`src/rtl/vga_tile_ctrl.sv`:
```
// VGA timing generator with a TILES_X x TILES_Y coloured tile grid; one tile can be
// highlighted at full intensity for a whole number of frames, all others are dimmed.
module vga_tile_ctrl #(
  parameter int CLK_DIV  = 2,
  parameter int H_ACTIVE = 640,
  parameter int H_FP     = 16,
  parameter int H_SYNC   = 96,
  parameter int H_BP     = 48,
  parameter int V_ACTIVE = 480,
  parameter int V_FP     = 10,
  parameter int V_SYNC   = 2,
  parameter int V_BP     = 33,
  parameter int TILES_X  = 2,
  parameter int TILES_Y  = 2,
  parameter int COLOR_W  = 4
) (
  input  logic               clk,
  input  logic               rst,
  input  logic               hl_valid,
  output logic               hl_ready,
  input  logic [3:0]         hl_tile,
  input  logic [7:0]         hl_frames,
  output logic               busy,
  output logic               frame_start,
  output logic               hsync,
  output logic               vsync,
  output logic [COLOR_W-1:0] red,
  output logic [COLOR_W-1:0] green,
  output logic [COLOR_W-1:0] blue
);

  localparam int H_TOTAL = H_ACTIVE + H_FP + H_SYNC + H_BP;
  localparam int V_TOTAL = V_ACTIVE + V_FP + V_SYNC + V_BP;
  localparam int TW      = H_ACTIVE / TILES_X;
  localparam int TH      = V_ACTIVE / TILES_Y;
  localparam int DW      = (CLK_DIV > 1) ? $clog2(CLK_DIV) : 1;
  localparam int HW      = $clog2(H_TOTAL);
  localparam int VW      = $clog2(V_TOTAL);
  localparam int TWW     = $clog2(TW + 1);
  localparam int THW     = $clog2(TH + 1);
  localparam int TXW     = (TILES_X > 1) ? $clog2(TILES_X) : 1;
  localparam int TYW     = (TILES_Y > 1) ? $clog2(TILES_Y) : 1;

  localparam logic [DW-1:0]      DIV_LAST = DW'(CLK_DIV - 1);
  localparam logic [HW-1:0]      H_LAST   = HW'(H_TOTAL - 1);
  localparam logic [HW-1:0]      H_ACT    = HW'(H_ACTIVE);
  localparam logic [HW-1:0]      HS_BEG   = HW'(H_ACTIVE + H_FP);
  localparam logic [HW-1:0]      HS_END   = HW'(H_ACTIVE + H_FP + H_SYNC);
  localparam logic [VW-1:0]      V_LAST   = VW'(V_TOTAL - 1);
  localparam logic [VW-1:0]      V_ACT    = VW'(V_ACTIVE);
  localparam logic [VW-1:0]      VS_BEG   = VW'(V_ACTIVE + V_FP);
  localparam logic [VW-1:0]      VS_END   = VW'(V_ACTIVE + V_FP + V_SYNC);
  localparam logic [TWW-1:0]     TW_LAST  = TWW'(TW - 1);
  localparam logic [THW-1:0]     TH_LAST  = THW'(TH - 1);
  localparam logic [TXW-1:0]     TX_LAST  = TXW'(TILES_X - 1);
  localparam logic [TYW-1:0]     TY_LAST  = TYW'(TILES_Y - 1);
  localparam logic [COLOR_W-1:0] C_ONES   = '1;
  localparam logic [COLOR_W-1:0] C_HALF   = C_ONES ^ (C_ONES >> 1);

  typedef enum logic [1:0] {IDLE, ARMED, SHOW} state_t;

  state_t               state;
  logic [3:0]           tile_q;
  logic [7:0]           frames_q;
  logic [7:0]           remaining;

  logic [DW-1:0]        div;
  logic [HW-1:0]        h;
  logic [VW-1:0]        v;
  logic [TWW-1:0]       hx;
  logic [THW-1:0]       vy;
  logic [TXW-1:0]       tx;
  logic [TYW-1:0]       ty;
  logic                 tick, h_wrap, v_wrap, frame_evt;

  assign tick      = (div == DIV_LAST);
  assign h_wrap    = tick && (h == H_LAST);
  assign v_wrap    = h_wrap && (v == V_LAST);
  assign frame_evt = tick && (h == '0) && (v == '0);

  // Tile column/row are running counters; they saturate at the last tile so
  // blanking regions never produce an out-of-range index.
  always_ff @(posedge clk) begin
    if (!rst) begin
      div <= '0;
      h   <= '0;
      v   <= '0;
      hx  <= '0;
      vy  <= '0;
      tx  <= '0;
      ty  <= '0;
    end else begin
      div <= tick ? '0 : div + 1'b1;
      if (tick) begin
        if (h_wrap) begin
          h  <= '0;
          hx <= '0;
          tx <= '0;
        end else begin
          h <= h + 1'b1;
          if (hx == TW_LAST) begin
            hx <= '0;
            if (tx != TX_LAST) tx <= tx + 1'b1;
          end else begin
            hx <= hx + 1'b1;
          end
        end
        if (h_wrap) begin
          if (v_wrap) begin
            v  <= '0;
            vy <= '0;
            ty <= '0;
          end else begin
            v <= v + 1'b1;
            if (vy == TH_LAST) begin
              vy <= '0;
              if (ty != TY_LAST) ty <= ty + 1'b1;
            end else begin
              vy <= vy + 1'b1;
            end
          end
        end
      end
    end
  end

  // Returns {grey, r, g, b} for palette slot k.
  function automatic logic [3:0] palette(input logic [2:0] k);
    case (k)
      3'd0:    return 4'b0100;
      3'd1:    return 4'b0010;
      3'd2:    return 4'b0001;
      3'd3:    return 4'b0011;
      3'd4:    return 4'b0101;
      3'd5:    return 4'b0110;
      3'd6:    return 4'b0111;
      default: return 4'b1000;
    endcase
  endfunction

  function automatic logic [COLOR_W-1:0] shade(input logic on, input logic grey,
                                               input logic full);
    logic [COLOR_W-1:0] c;
    c = grey ? C_HALF : (on ? C_ONES : '0);
    return full ? c : (c >> 1);
  endfunction

  logic [7:0]         tile_k;
  logic [3:0]         pal;
  logic               active, lit;
  logic [COLOR_W-1:0] r_nx, g_nx, b_nx;

  always_comb begin
    tile_k = 8'(ty) * 8'(TILES_X) + 8'(tx);
    pal    = palette(tile_k[2:0]);
    active = (h < H_ACT) && (v < V_ACT);
    lit    = (state == SHOW) && (tile_k == {4'b0, tile_q});
    r_nx   = '0;
    g_nx   = '0;
    b_nx   = '0;
    if (active) begin
      r_nx = shade(pal[2], pal[3], lit);
      g_nx = shade(pal[1], pal[3], lit);
      b_nx = shade(pal[0], pal[3], lit);
    end
  end

  // Single output stage: sync, colour and frame_start all come from the same
  // pre-increment position, so they stay aligned on the pins.
  always_ff @(posedge clk) begin
    if (!rst) begin
      frame_start <= 1'b0;
      hsync       <= 1'b1;
      vsync       <= 1'b1;
      red         <= '0;
      green       <= '0;
      blue        <= '0;
    end else begin
      frame_start <= frame_evt;
      if (tick) begin
        hsync <= !((h >= HS_BEG) && (h < HS_END));
        vsync <= !((v >= VS_BEG) && (v < VS_END));
        red   <= r_nx;
        green <= g_nx;
        blue  <= b_nx;
      end
    end
  end

  always_ff @(posedge clk) begin
    if (!rst) begin
      state     <= IDLE;
      tile_q    <= '0;
      frames_q  <= '0;
      remaining <= '0;
      hl_ready  <= 1'b1;
      busy      <= 1'b0;
    end else begin
      case (state)
        IDLE: if (hl_valid) begin
          tile_q   <= hl_tile;
          frames_q <= (hl_frames == 8'd0) ? 8'd1 : hl_frames;
          state    <= ARMED;
          hl_ready <= 1'b0;
          busy     <= 1'b1;
        end
        ARMED: if (frame_evt) begin
          remaining <= frames_q;
          state     <= SHOW;
        end
        SHOW: if (frame_evt) begin
          if (remaining == 8'd1) begin
            state    <= IDLE;
            hl_ready <= 1'b1;
            busy     <= 1'b0;
          end else begin
            remaining <= remaining - 8'd1;
          end
        end
        default: begin
          state    <= IDLE;
          hl_ready <= 1'b1;
          busy     <= 1'b0;
        end
      endcase
    end
  end

endmodule
```
`config.mk`:
```
export PLATFORM = sky130hd
export DESIGN_NAME = vga_tile_ctrl
export DESIGN_NICKNAME = d
export VERILOG_FILES = /design/src/rtl/vga_tile_ctrl.sv
export SDC_FILE = /design/constraint.sdc
export NUM_CORES = 1
export LEC_CHECK = 0
export BUFFER_PORTS_ARGS = -buffer_cell sky130_fd_sc_hd__buf_2
export CAP_MARGIN = 20
export CORE_AREA = 2 2 77 86
export CTS_BUF_LIST = sky130_fd_sc_hd__clkbuf_4 sky130_fd_sc_hd__clkbuf_8
export DETAILED_ROUTE_END_ITERATION = 8
export DIE_AREA = 0 0 79 88
export HOLD_SLACK_MARGIN = 0.06
export PLACE_DENSITY_LB_ADDON = 0.12
export SYNTH_ARGS = -nofsm -noshare
export SYNTH_HDL_FRONTEND = slang
export SYNTH_SLANG_ARGS = --single-unit
export TNS_END_PERCENT = 1
```
`constraint.sdc`:
```
create_clock -name clk -period 2.6 [get_ports clk]
set_input_delay 0.39 -clock clk [delete_from_list [all_inputs] [get_ports clk]]
set_output_delay 0.39 -clock clk [all_outputs]
set_load 0.02 [all_outputs]
```
## Word level (Yosys, flattened, before mapping)

Index checks and enable logic that the tools add are counted.

| storage, ports and cells | value |
|---|---|
| register bits after elaboration | 79 |
| input port bits | 15 |
| output and inout bits | 17 |
| word-level logic and storage cells | 124 |

| cells by class | value |
|---|---|
| $add $sub $neg | 9 |
| magnitude comparators | 6 |
| equality and inequality tests | 19 |
| multiplexer cells | 43 |
| bitwise gates (word level) | 2 |
| reductions and logical operators | 26 |

Operators with widths:

| kind | count |
|---|---|
| two-way mux 4 bit | 12 |
| two-way mux 8 bit | 6 |
| one-hot mux 4 bit (7 select lines) | 1 |
| adder 10 x 1 -> 10 bit, second input constant | 2 |
| == test 10 bit, second input constant | 2 |
| logical NOT 10 bit | 2 |
| < comparator 10 bit, second input constant | 2 |
| < comparator 10 x 9 -> 1 bit, second input constant | 2 |
| two-way mux 10 bit | 2 |
| two-way mux 9 bit | 2 |
| one-hot mux 8 bit (2 select lines) | 1 |
| two-way mux 1 bit | 12 |
| AND reduction 4 bit | 3 |
| greater-or-equal comparator 10 bit, second input constant | 1 |
| greater-or-equal comparator 10 x 9 -> 1 bit, second input constant | 1 |
| adder 9 x 1 -> 9 bit, second input constant | 1 |
| == test 3 bit, second input constant | 3 |
| == test 9 bit, second input constant | 1 |
| adder 8 x 1 -> 8 bit, second input constant | 1 |
| == test 8 x 1 -> 1 bit, second input constant | 1 |
| == test 8 bit, second input constant | 1 |
| logical AND 1 bit | 8 |
| logical NOT 8 bit | 1 |
| two-way mux 2 bit | 4 |
| other kinds (20) | 33 |

## Longest topological paths before layout

| depth | value |
|---|---|
| depth after elaboration | 7 |
| depth in mapped cells | 8 |

## Worst setup path after synthesis

Ideal clock, no wire load.

| timing | value |
|---|---|
| path type | reg2reg |
| from | register h[0] |
| to | register vy[6] |
| arrival | 1.714 ns |
| slack | 0.760 ns |
| cell stages (with the launch flop) | 8 |
| buffers on the path | 1 |
| clock period less this slack | 1.840 ns |
| cell sequence | dfxtp_1 > ha_1 > nand4_4 > or3_1 > buf_6 > or2_1 > o21ai_1 > a21oi_1 |

| between the ends | value |
|---|---|
| word-level cells in the longest chain between the ends | 4 |
| elaborated cells on any way between the ends | 5 |

RTL lines:

| what | line | source |
|---|---|---|
| start: declaration | 68 | `logic [HW-1:0] h;` |
| start signal: assignment | 100 | `h <= h + 1'b1;` |
| == test 10 bit * | 77 | `assign h_wrap = tick && (h == H_LAST);` |
| logical AND 1 bit * | 77 |  |
| logical AND 1 bit | 78 | `assign v_wrap = h_wrap && (v == V_LAST);` |
| two-way mux 8 bit | 109 | `if (v_wrap) begin` |
| end signal: assignment | 119 | `vy <= vy + 1'b1;` |
| end: declaration | 71 | `logic [THW-1:0] vy;` |

Every way passes the cells marked *; elsewhere a longest branch is shown, timed or not.
A chain may end at the register's enable or synchronous reset.

## Worst setup path after layout

| timing | value |
|---|---|
| from | register h[0] |
| to | register vy[5] |

The elaborated chain is that of the path after synthesis.

==> summary.json <==
{
  "cells_and_area": {
    "most-common-layout-cells": "sky130_fd_sc_hd__dfxtp_1, sky130_fd_sc_hd__nand2_1, sky130_fd_sc_hd__nor2_1",
    "nFillCells": 543,
    "leading_cell_type_in_the_layout_fill_and_taps_excluded": "sky130_fd_sc_hd__dfxtp_1",
    "final_nets": 475,
    "syn_to_final_growth_pct": 11.7,
    "share_of_final_layout_standard_cells_stronger_than_drive_strength_1_pct": 14.0,
    "layout.cell_area.non_filler_mm2": 0.00392,
    "antenna-diode-count": 0
  },
  "worst_setup_path": {
    "timing.critical_path.to_type": "flip-flop",
    "worst_r2r_startpoint": "h[0]",
    "crit_required_ps": 2840,
    "worstPathCellList": "ha_1, nand4_4, or3_1, o21ai_1, buf_4, a21o_1, nor2_1",
    "worstPathMaxFanout": 11,
    "critPathArrivalTime_ps": 2340,
    "setup.worst_path.end": "vy[5]",
    "category_of_cells_accounting_for_the_largest_share_of_critical_path_delay": "simple AND/OR/NAND/NOR gates",
    "worst-path-stages": 7,
    "critical_setup_path_kind": "flip-flop to flip-flop",
    "critical_path.startpoint": "h[0]",
    "worstPathBufferInverterCount": 1,
    "crit_path_start_kind": "flip-flop",
    "crit_path_top_delay_cell": "sky130_fd_sc_hd__or3_1",
    "reg2reg_to": "vy[5]",
    "worst_path_largest_cell_delay_ps": 590,
    "worst-r2r-setup-slack_ps": 500,
    "ff2ff_path_depth": 7
  },
  "power_and_ir_drop": {
    "vdd_ir_drop_max_v": 0.000320,
    "leakage_nw": 1.60,
    "power_density_mw_per_mm2": 611
  },
  "cts": {
    "cts.root.buffer_cell": "sky130_fd_sc_hd__clkbuf_8",
    "cts_resized": 0,
    "postCtsHoldBufs": 0,
    "cts-buffers-inserted": 9,
    "worst_setup_hold_path_clk_slew_ps": 80,
    "clk_latency_ps": 350,
    "tritoncts": "built",
    "post_cts.repair.setup_buffers": 0,
    "htree_levels": 3,
    "numClockSinks": 76,
    "largest_buffer_count_on_any_clock_path": 2
  },
  "timing": {
    "tightestPinTransition_ps": 699,
    "grt_setup_unrepaired": "false",
    "share_of_the_clock_period_used_by_the_worst_path_pct": 80.8,
    "timing.fmax_mhz": 476,
    "finalWorstPathRequiredPeriod_ps": 2100,
    "setup-tns-final_ps": 0,
    "final_max_slew_viol_count": 0,
    "maxSlewHeadroom_pct": 53.2,
    "hold_viol": 0,
    "setup_viol_count_final": 0,
    "finalClockSkew_ps": 8.41
  },
  "global_routing": {
    "grt_pass1_vias": 2715,
    "overflow": 0,
    "globalRouteTotalUtil_pct": 22.7,
    "antenna_violations_before_repair": 0,
    "largest_net_degree_at_the_start_of_global_routing": 34,
    "first_pass_grt_wire_length_um": 12400
  },
  "detailed_routing": {
    "vias": 2977,
    "detailedRoute.firstPassIterationCount": 4,
    "wl_um": 7350,
    "vias_per_cell": 5.54,
    "post-route-drc-count": 0,
    "drt_initial_violations": 215,
    "wl_per_cell_um": 13.7,
    "route.antenna.remaining_nets": 0
  },
  "floorplanning": {
    "die_w_um": 79,
    "initial_utilization_pct": 57.7,
    "chipHeight_um": 88,
    "pin_count": 32,
    "placement_rows": 30,
    "core_area_mm2": 0.00608,
    "design.die.area_mm2": 0.00695
  },
  "synth": {
    "dominantRegCellSynth": "sky130_fd_sc_hd__dfxtp_1",
    "synth-edff-count": 0,
    "syn-cell-area_mm2": 0.00351,
    "synthArstFlopShare_pct": 0,
    "synth.net_count": 448,
    "synth_area_per_cell_um2": 8.25,
    "yosysUniqueCellTypes": 50,
    "synth.yosys.warnings": 0,
    "yosys_register_bits": 76,
    "proportion_of_synthesized_chip_area_in_sequential_cells_pct": 43.4,
    "post_synthesis_instance_total": 425
  },
  "place": {
    "hpwl_um": 5380,
    "gp_congestion": 0.828,
    "placement.cell_area_mm2": 0.00369,
    "numPortBuffers": 31
  },
  "job": {
    "max-cap-violations": 0
  },
  "run_status": {
    "outcome": "finished, final reports clean"
  },
  "min_path": {
    "worstHoldPathType": "primary input to flip-flop"
  }
}
-- layer usage --
metal	track usage (%)	share of wire (%)
met1	28.3	46
met2	38.4	48
met3	4.64	4.7
met4	9.56	1.7
met5	0	0
-- state kept, by name (all words and copies together), names as in the netlist --
name	cells
blue	3
state	2
hsync	1
tile_q	4
remaining	8
v	10
green	3
hx	9
vy	8
frame_start	1
hl_ready	1
red	3
div	1
frames_q	8
tx	1
vsync	1
busy	1
ty	1
h	10
-- cells in the mapped netlist, drive strengths merged (2+ instances only) --
master  count  area share (%)
nor4b       2            0.86
nor3       10             1.7
o21ai      20             2.9
a22oi       4            0.86
a32oi       2            0.50
nand4      13             2.7
xnor2       5             1.2
dfxtp      76              43
nand3      12             1.7
nand3b      2            0.43
a21o        3            0.64
or2         3            0.54
nand2b      5             1.1
nor4        7             1.2
buf        11             2.1
or3         3            0.54
and2        2            0.36
nor2b       2            0.36
o31ai       3            0.64
nor2       58             6.3
ha          8             2.9
o211a       2            0.57
clkbuf     10             1.1
and3        8             1.4
inv        10             1.1
o211ai      5             1.4
nand4b      4             1.0
a21oi      37             5.4
xor2       20             5.0
nand2      67             7.2
mux2i       4             1.1
-- power breakdown --
| part | internal (mW) | switching [mW] | leakage [nW] | total, mW |
|---|---|---|---|---|
| clock network | 0.573 | 0.421 | 0.115 | 0.994 |
| registers | 1.19 | 0.0247 | 0.617 | 1.22 |
| logic | 0.0651 | 0.115 | 0.864 | 0.180 |
-- area by class of cell --
cell class | instances | area (um^2) | share of cell area (%)
clock inverter | 4 | 73.8 | 1.89
sequential | 76 | 1520 | 38.9
clock buffer | 12 | 146 | 3.74
tap | 80 | 100 | 2.56
inverter | 11 | 41.3 | 1.05
multi-input combinational | 317 | 1830 | 46.8
timing repair buffer | 37 | 200 | 5.11
-- through the flow --
| stage | hold WS [ps] | setup slack [ps] | cells | util [%] | power, mW |
|---|---|---|---|---|---|
| 2_1_floorplan | 436 | 760 | 425 | - | 1.37 |
| 3_3_place_gp | 427 | 559 | 521 | 60.8 | 1.42 |
| 3_5_place_dp | 430 | 504 | 521 | 60.8 | 1.42 |
| 4_1_cts | 273 | 479 | 537 | 64.4 | 2.41 |
| 5_1_grt | 307 | 318 | 537 | 64.4 | 2.48 |
| 6_report | 283 | 500 | 537 | 64.4 | 2.39 |
-- worst register-to-register path: stages, from the launching register on --
cell and delay, ps:
sky130_fd_sc_hd__dfxtp_1 400, sky130_fd_sc_hd__ha_1 240, sky130_fd_sc_hd__nand4_4 170, sky130_fd_sc_hd__or3_1 590, sky130_fd_sc_hd__o21ai_1 240, sky130_fd_sc_hd__buf_4 160
sky130_fd_sc_hd__a21o_1 140, sky130_fd_sc_hd__nor2_1 60
-- worst min path at each step --
stage	startpoint	to	cells after the start
final	hl_frames[6]	frames_q[6]	3
after global routing	hl_tile[3]	tile_q[3]	3
after CTS	hl_frames[2]	frames_q[2]	3
after detailed placement	green[2]	green[2]	2
after global placement	green[2]	green[2]	2
after floorplan	frames_q[7]	frames_q[7]	2
-- cells by family after synthesis --
family,after synthesis,synth area share (%)
buf+inv,32,4.35
simple gates,200,28.0
compound gates,80,14.0
fa+ha+maj,8,2.86
xor+xnor,25,6.25
flops,76,43.4
mux,4,1.14
Note: power is estimated with default switching activity, not from simulation.
